$ cat config.mk
export PLATFORM = sky130hd
export DESIGN_NAME = clock_divider_bank
export DESIGN_NICKNAME = d
export VERILOG_FILES = /design/src/rtl/clock_divider_bank.sv
export SDC_FILE = /design/constraint.sdc
export NUM_CORES = 1
export LEC_CHECK = 0
export CAP_MARGIN = 20
export CORE_UTILIZATION = 46
export DETAILED_ROUTE_END_ITERATION = 10
export PLACE_DENSITY = 0.63
export SETUP_SLACK_MARGIN = 0.1
export SLEW_MARGIN = 20
export SYNTH_ARGS = -nofsm -noshare
export SYNTH_HDL_FRONTEND = slang
export SYNTH_SLANG_ARGS = --single-unit
$ cat constraint.sdc
create_clock -name clk -period 9.2 [get_ports clk]
set_input_delay 1.84 -clock clk [delete_from_list [all_inputs] [get_ports clk]]
set_output_delay 1.84 -clock clk [all_outputs]
set_load 0.05 [all_outputs]
$ cat src/rtl/clock_divider_bank.sv
// rtl/clock_divider_bank.sv - multi-channel programmable divided-clock / tick generator (optional CLKDIV_SYNC_EN adds sync_start)
module clock_divider_bank #(
    parameter int CHANNELS    = 4,
    parameter int WIDTH       = 16,
    parameter int DEFAULT_DIV = 4,
    localparam int CW         = (CHANNELS > 1) ? $clog2(CHANNELS) : 1
) (
    input  logic                clk,
    input  logic                reset,
    input  logic [CHANNELS-1:0] en,
    input  logic                wr_en,
    input  logic [CW-1:0]       wr_chan,
    input  logic [WIDTH-1:0]    wr_div,
    input  logic [WIDTH-1:0]    wr_high,
`ifdef CLKDIV_SYNC_EN
    input  logic                sync_start,
`endif
    output logic [CHANNELS-1:0] clk_out,
    output logic [CHANNELS-1:0] tick,
    output logic [CHANNELS-1:0] cfg_pending
);

    localparam logic [WIDTH-1:0] DIV_INIT  = WIDTH'(DEFAULT_DIV);
    localparam logic [WIDTH-1:0] HIGH_INIT = WIDTH'(DEFAULT_DIV / 2);
    localparam logic [WIDTH-1:0] ONE       = WIDTH'(1);

    for (genvar i = 0; i < CHANNELS; i++) begin : g_ch
        // cnt holds the period index k that the next enabled edge will put on the outputs
        logic [WIDTH-1:0] cnt;
        logic [WIDTH-1:0] p_act;
        logic [WIDTH-1:0] h_act;
        logic [WIDTH-1:0] p_sh;
        logic [WIDTH-1:0] h_sh;
        // run is clear for the one arming cycle after en rises (or after a stop)
        logic             run;
        logic             clk_r;
        logic             tick_r;
        logic             pend_r;

        logic             wr_hit;
        logic             apply_ok;
        logic [WIDTH-1:0] p_new;
        logic [WIDTH-1:0] h_new;
        logic [WIDTH-1:0] p_eff;
        logic [WIDTH-1:0] h_eff;
        logic             sync_hit;

        // an address beyond the last channel never matches any i, so it is dropped
        assign wr_hit   = wr_en && (wr_chan == CW'(i));
        assign apply_ok = pend_r || wr_hit;
        // a write landing this cycle beats the stored shadow
        assign p_new    = wr_hit ? wr_div  : p_sh;
        assign h_new    = wr_hit ? wr_high : h_sh;
        assign p_eff    = apply_ok ? p_new : p_act;
        assign h_eff    = apply_ok ? h_new : h_act;

`ifdef CLKDIV_SYNC_EN
        assign sync_hit = sync_start;
`else
        assign sync_hit = 1'b0;
`endif

        assign clk_out[i]     = clk_r;
        assign tick[i]        = tick_r;
        assign cfg_pending[i] = pend_r;

        // per-channel counter, shadow/active configuration and registered outputs
        always_ff @(posedge clk) begin
            if (reset) begin
                cnt    <= '0;
                p_act  <= DIV_INIT;
                h_act  <= HIGH_INIT;
                p_sh   <= DIV_INIT;
                h_sh   <= HIGH_INIT;
                run    <= 1'b0;
                clk_r  <= 1'b0;
                tick_r <= 1'b0;
                pend_r <= 1'b0;
            end else begin
                if (wr_hit) begin
                    p_sh   <= wr_div;
                    h_sh   <= wr_high;
                    pend_r <= 1'b1;
                end

                if (!en[i] || p_act == '0) begin
                    // stopped: outputs low, and there is no period to protect so apply at once
                    cnt    <= '0;
                    run    <= 1'b0;
                    clk_r  <= 1'b0;
                    tick_r <= 1'b0;
                    if (apply_ok) begin
                        p_act  <= p_new;
                        h_act  <= h_new;
                        p_sh   <= p_new;
                        h_sh   <= h_new;
                        pend_r <= 1'b0;
                    end
                end else if (sync_hit) begin
                    // phase alignment: jump straight to k=0 using the freshest configuration
                    if (apply_ok) begin
                        p_act  <= p_new;
                        h_act  <= h_new;
                        p_sh   <= p_new;
                        h_sh   <= h_new;
                        pend_r <= 1'b0;
                    end
                    if (p_eff == '0) begin
                        cnt    <= '0;
                        run    <= 1'b0;
                        clk_r  <= 1'b0;
                        tick_r <= 1'b0;
                    end else begin
                        cnt    <= (p_eff == ONE) ? '0 : ONE;
                        run    <= 1'b1;
                        clk_r  <= (h_eff != '0);
                        tick_r <= 1'b1;
                    end
                end else if (!run) begin
                    cnt    <= '0;
                    run    <= 1'b1;
                    clk_r  <= 1'b0;
                    tick_r <= 1'b0;
                end else begin
                    clk_r  <= (cnt < h_act);
                    tick_r <= (cnt == '0);
                    if (cnt >= p_act - ONE) begin
                        // wrap cycle: the next period starts with the shadow values
                        cnt <= '0;
                        if (apply_ok) begin
                            p_act  <= p_new;
                            h_act  <= h_new;
                            p_sh   <= p_new;
                            h_sh   <= h_new;
                            pend_r <= 1'b0;
                        end
                    end else begin
                        cnt <= cnt + ONE;
                    end
                end
            end
        end
    end

endmodule

== After elaboration in Yosys (flattened, before gate mapping) ==
Cells that the tools add are included.

* Flip-flop bits (word level): 336
* Word-level logic and storage cells: 168
* Output and inout port bits: 12
* Input bits: 41

* Equality and inequality tests: 3
* Mux-type cells: 64
* Reduce and logical (&&, ||, !) cells: 45
* Add/subtract/negate cells: 8
* $lt $le $gt $ge: 8
* Bitwise logic cells: 4

{| class="wikitable"
|+ Operators by type and width
! kind !! count
|-
| $mux 16 || 40
|-
| $logic_not 16->1 || 8
|-
| $add 16x1->16 const B || 4
|-
| $ge 16x16->1 || 4
|-
| $lt 16x16->1 || 4
|-
| $sub 16x1->16 const B || 4
|-
| $mux 1 || 24
|-
| $reduce_bool 2->1 || 8
|-
| $reduce_or 4->1 || 4
|-
| $reduce_or 3->1 || 4
|-
| $logic_or 1x1->1 || 8
|-
| $reduce_and 2->1 || 4
|-
| $eq 2x2->1 const B || 2
|-
| $logic_and 1x1->1 || 4
|-
| $logic_not 1->1 || 4
|-
| $not 1->1 || 4
|-
| $eq 2x1->1 const B || 1
|-
| $logic_not 2->1 || 1
|}

== Logic depth before layout (Yosys ltp) ==
* Depth after elaboration: 7
* Gate-level depth with buffers: 14
* Gate-level depth less buffers: 13

== Worst setup path before layout ==
No wires, ideal clock.

* Path type: register to register
* Start point: reg g_ch[1].p_act[2]
* End point: reg g_ch[1].h_act[0]
* Stages on the path, launching flop included: 14
* Data arrival time: 3.628 ns
* Required time: 9.079 ns
* Period minus slack after synthesis: 3.749 ns
* Path buffers: 1
* Slack: 5.451 ns
* Setup time: 0.121 ns
* Cells stage by stage: dfxtp_1 or3_1 or3b_4 or4_4 nor4_1 xnor2_1 ha_1 nand2_1 nor4_1 o2111ai_1 a31oi_1 o22ai_4 buf_6 mux2_4

* Longest elaborated chain between the ends: 4
* Elaborated cells between the ends (all ways): 8
* Those cells by class: 1 x add/sub; 1 x order compare; 1 x mux; 5 x reduce/logical

{| class="wikitable"
|+ RTL lines
! what !! RTL line !! source
|-
| start: declaration || 30 || <nowiki>logic [WIDTH-1:0] p_act;</nowiki>
|-
| start signal: assignment || 93 || <nowiki>p_act <= p_new;</nowiki>
|-
| start signal: assignment || 102 || <nowiki>p_act <= p_new;</nowiki>
|-
| start signal: assignment || 131 || <nowiki>p_act <= p_new;</nowiki>
|-
| $sub 16x1->16 or $logic_not 16->1 (tied branches) || 127, 86 ||
|-
| $ge 16x16->1 or $logic_or 1x1->1 (tied branches) || 127, 86 ||
|-
| $reduce_bool 2->1 (no source line) || n/a ||
|-
| $reduce_and 2->1 (no source line) || n/a ||
|-
| end signal: assignment || 94 || <nowiki>h_act <= h_new;</nowiki>
|-
| end signal: assignment || 103 || <nowiki>h_act <= h_new;</nowiki>
|-
| end signal: assignment || 132 || <nowiki>h_act <= h_new;</nowiki>
|-
| end: declaration || 31 || <nowiki>logic [WIDTH-1:0] h_act;</nowiki>
|}

Parallel ways exist; a longest one is shown, timed or not.
A chain may end at the register's enable or synchronous reset.

== Worst setup path after layout ==
* Start point: reg g_ch[1].p_act[2]
* End point: reg g_ch[1].p_act[0]

* Longest elaborated chain between the ends: 4
* Elaborated cells between the ends (all ways): 8
* Those cells by class: 1 x add/sub; 1 x order compare; 1 x mux; 5 x reduce/logical

{| class="wikitable"
|+ RTL lines
! what !! RTL line
|-
| $sub 16x1->16 or $logic_not 16->1 (tied branches) || 127, 86
|-
| $ge 16x16->1 or $logic_or 1x1->1 (tied branches) || 127, 86
|-
| $reduce_bool 2->1 (no source line) || n/a
|-
| $reduce_and 2->1 (no source line) || n/a
|}

Parallel ways exist; a longest one is shown, timed or not.

==> results by group <==
Status
  • Status: completed

Synthesis
  • Main synth FF type: dfxtp_1
  • Sequential fraction of the synthesis area: ~42%
  • EDFF count, synth: 0
  • Number of unique standard cell types used by synthesis: 62
  • Syn Area/Cell: between 8 and 9 um2
  • Syn Inst Count: 1,817
  • Top post-synthesis cells by area: dfxtp_1, ha_1, nand2_1, a21oi_1, xnor2_1
  • Yosys top cell area share: 42.1%
  • Post-synth ARST share: 0%
  • YS warnings: 0
  • Post-synth net total: 1,994
  • Mapped Area: roughly 16,000 um2
  • Synth area leader: dfxtp_1
  • Seq cells post-synth: approximately 340

Die
  • Core area: 33,900 um2
  • Die W: roughly 190 um
  • Initial Utilization: 47.1%
  • Die Ht: between 150 and 200 um
  • I/O pin count: 53
  • Row cnt: 67
  • Die area: about 35,000 um2

Global route
  • First-pass GRT wire length: between 60,000 and 70,000 um
  • GR Util met1: between 30% and 40%
  • Antenna violations before repair: 0
  • GRT Total Usage: 23.0%
  • GR Layer Usage met2: between 30% and 40%
  • Gr ovfl total: 0
  • Largest net degree at the start of global routing: 64
  • GR Util met3: under 10%
  • Vias in the first global route: between 10,000 and 15,000
  • Global routing's busiest layer: met2

Setup path
  • CP Class: reg -> reg
  • Critical Path AT: 4.91 ns
  • Crit-path max FO: 18
  • CP required: 9.62 ns
  • CP endpoint kind: register
  • Startpoint Class: register

Timing
  • Clock Skew: approximately 0.022 ns
  • Peak Freq: 0.223 GHz
  • Worst slew margin relative to its limit: 48.0%
  • Total negative setup slack: 0 ns
  • RSZ-0062 raised after global routing: no
  • Slew Viols, Final: 0
  • Slew @ Worst Pin: 0.774 ns
  • Final hold vios: 0
  • Final setup violation count: 0
  • Tmin final: 4.49 ns
  • Tcrit/Tclk final: approximately half

Hold path
  • Min-Delay Path Class: reg -> reg

Clocking
  • Sink Count: approximately 340
  • CTS tree: done
  • Clock root cell: clkbuf_16
  • H-tree depth: 2
  • Worst skew pair latency: roughly 0.53 ns
  • Setup Fix Bufs, Post-CTS: 0
  • Clock slew at reported path FFs: 0.06 ns
  • CTS Buf Count: 36
  • Post-CTS sizing: 0
  • Hold_buf cts: 0
  • Clock buffer depth: 3

Routing
  • Final ANT Viol Nets: 0
  • Pre-Repair DR Iteration Count: 5
  • Starting DRT DRC Count: 764
  • DRT Wirelength: a little over 40,000 um
  • # DRC: 0
  • WL/cell: about 18 um
  • Drt via density: between 5 and 6
  • DR vias: between 10,000 and 15,000

Place
  • Dpl cells: about 2,200
  • Area after DPL: between 15,000 and 20,000 um2
  • GPL Wtd Cong: around 0.84
  • DP HPWL: roughly 28,000 um
  • PortBufs: 52

Finish
  • Multi-input logic area: ~8500 um2
  • Fill count: about 3,200
  • Register area: about 6700 um2
  • Layout cells sized above 1: under 10%
  • Non-filler cells, final: about 2,300
  • Nets@finish: about 2,000
  • Post-layout util: 52.9%
  • Synth-to-Final Area Change: 12.3%
  • Ant diodes: 0
  • Final instance area: ~18,000 um2

Power
  • Worst VDD drop: about 0.12 mV
  • Pwr dens: 173 nW/um2
  • Leak: just under 7 nW

Run
  • Max-cap violations: 0
-- worst max-delay path: stages (launching register included) --
cell	delay [ns]
dfxtp_1	0.35
or3_1	0.40
nor3_1	0.28
nand2b_1	0.12
nor4_1	0.53
nand2_1	0.13
xor2_1	0.17
ha_1	0.29
nand2_1	0.08
nor4_1	0.43
o2111ai_1	0.23
a31oi_1	0.36
o22ai_4	0.30
buf_4	0.34
mux2_4	0.34
-- report_power, final --
part	internal, mW	total [mW]	leakage (nW)	switching (mW)
Combinational	0.0636	0.192	3.64	0.128
Clock	0.839	1.42	0.570	0.583
Sequential	1.48	1.50	2.72	0.0130
-- area by class of cell --
cell class / instances / area share, %
clock buffer: 55 / 6.04
clock inverter: 7 / 0.377
inverter: 102 / 2.14
multi-input combinational: 1289 / 47.4
sequential: 336 / 37.5
tap: 448 / 3.13
timing repair buffer: 65 / 3.43
-- cells by family (layout without fill, tap and decap cells) --
logic type | after synthesis | in the layout | share of synthesized area, %
AND/OR/NAND/NOR | 669 | 669 | 18.7
adder cells (fa/ha/maj) | 136 | 136 | 10.7
multiplexers | 36 | 36 | 3.21
buffers and inverters | 192 | 229 | 4.95
AO/OA/AOI/OAI | 337 | 337 | 14.3
flip-flops | 336 | 336 | 42.1
XOR/XNOR | 111 | 111 | 6.09
-- per-layer routing --
metal / up-vias / share of wire (%)
met1: 5904 / 48
met4: 0 / 2.9
met2: 216 / 45
met3: 64 / 3.9
met5: - / 0
li1: 6289 / -
-- cell usage in the layout (no fill, tap or decap), drive strengths merged, types with 47 or more instances in the layout --
master / instances
a22o: 62
dfxtp: 336
a21oi: 159
clkbuf: 55
nand2: 329
clkdlybuf4s50: 51
inv: 104
ha: 136
xnor2: 64
xor2: 47
nor2: 143
-- registers in the layout, summed over array words and instances, names as in the netlist --
signal       cells
g_ch.p_sh       64
g_ch.p_act      64
g_ch.cnt        64
g_ch.run         4
g_ch.tick_r      4
g_ch.h_sh       64
g_ch.pend_r      4
g_ch.h_act      64
g_ch.clk_r       4
-- path summary, 6_finish.rpt --
kind	startpoint	end	slack, ns	cells past startpoint
worst max-delay path	g_ch[1].p_act[2]	g_ch[1].p_act[0]	4.71	14
worst min-delay path	g_ch[1].p_sh[15]	g_ch[1].p_sh[15]	0.46	2
worst max register to register	g_ch[1].p_act[2]	g_ch[1].p_act[0]	4.71	14
worst min register to register	g_ch[1].p_sh[15]	g_ch[1].p_sh[15]	0.46	2
-- cell usage after synthesis, types with 4 or more instances --
| cell | count |
|---|---|
| o211ai_1 | 5 |
| nor2_1 | 143 |
| nand2b_1 | 15 |
| and4_1 | 4 |
| o21a_1 | 6 |
| nand4_1 | 21 |
| a22o_1 | 62 |
| or3_1 | 4 |
| inv_1 | 102 |
| a21o_1 | 5 |
| o21ai_0 | 25 |
| clkbuf_1 | 68 |
| a2111oi_0 | 4 |
| mux2_4 | 30 |
| nor2b_1 | 17 |
| ha_1 | 136 |
| buf_1 | 6 |
| nor4b_1 | 4 |
| a21oi_1 | 159 |
| or4_1 | 5 |
| dfxtp_1 | 336 |
| nand3_1 | 35 |
| a211oi_1 | 11 |
| and3_1 | 15 |
| a32oi_1 | 6 |
| a32o_1 | 30 |
| mux2i_1 | 4 |
| nor3_1 | 27 |
| nor4_1 | 32 |
| xor2_1 | 47 |
| buf_4 | 12 |
| nand2_1 | 329 |
| xnor2_1 | 64 |
-- through the flow --
stage                     hold WS (ns)  setup WS, ns  power, mW
final                            0.459          4.71       3.11
after global routing             0.479          4.23       3.22
after CTS                        0.461          4.71       3.14
after detailed placement         0.453          4.36       1.72
after global placement           0.445          4.48       1.71
after floorplan                  0.433          5.45       1.64
Power figures use the tool's default switching activity.
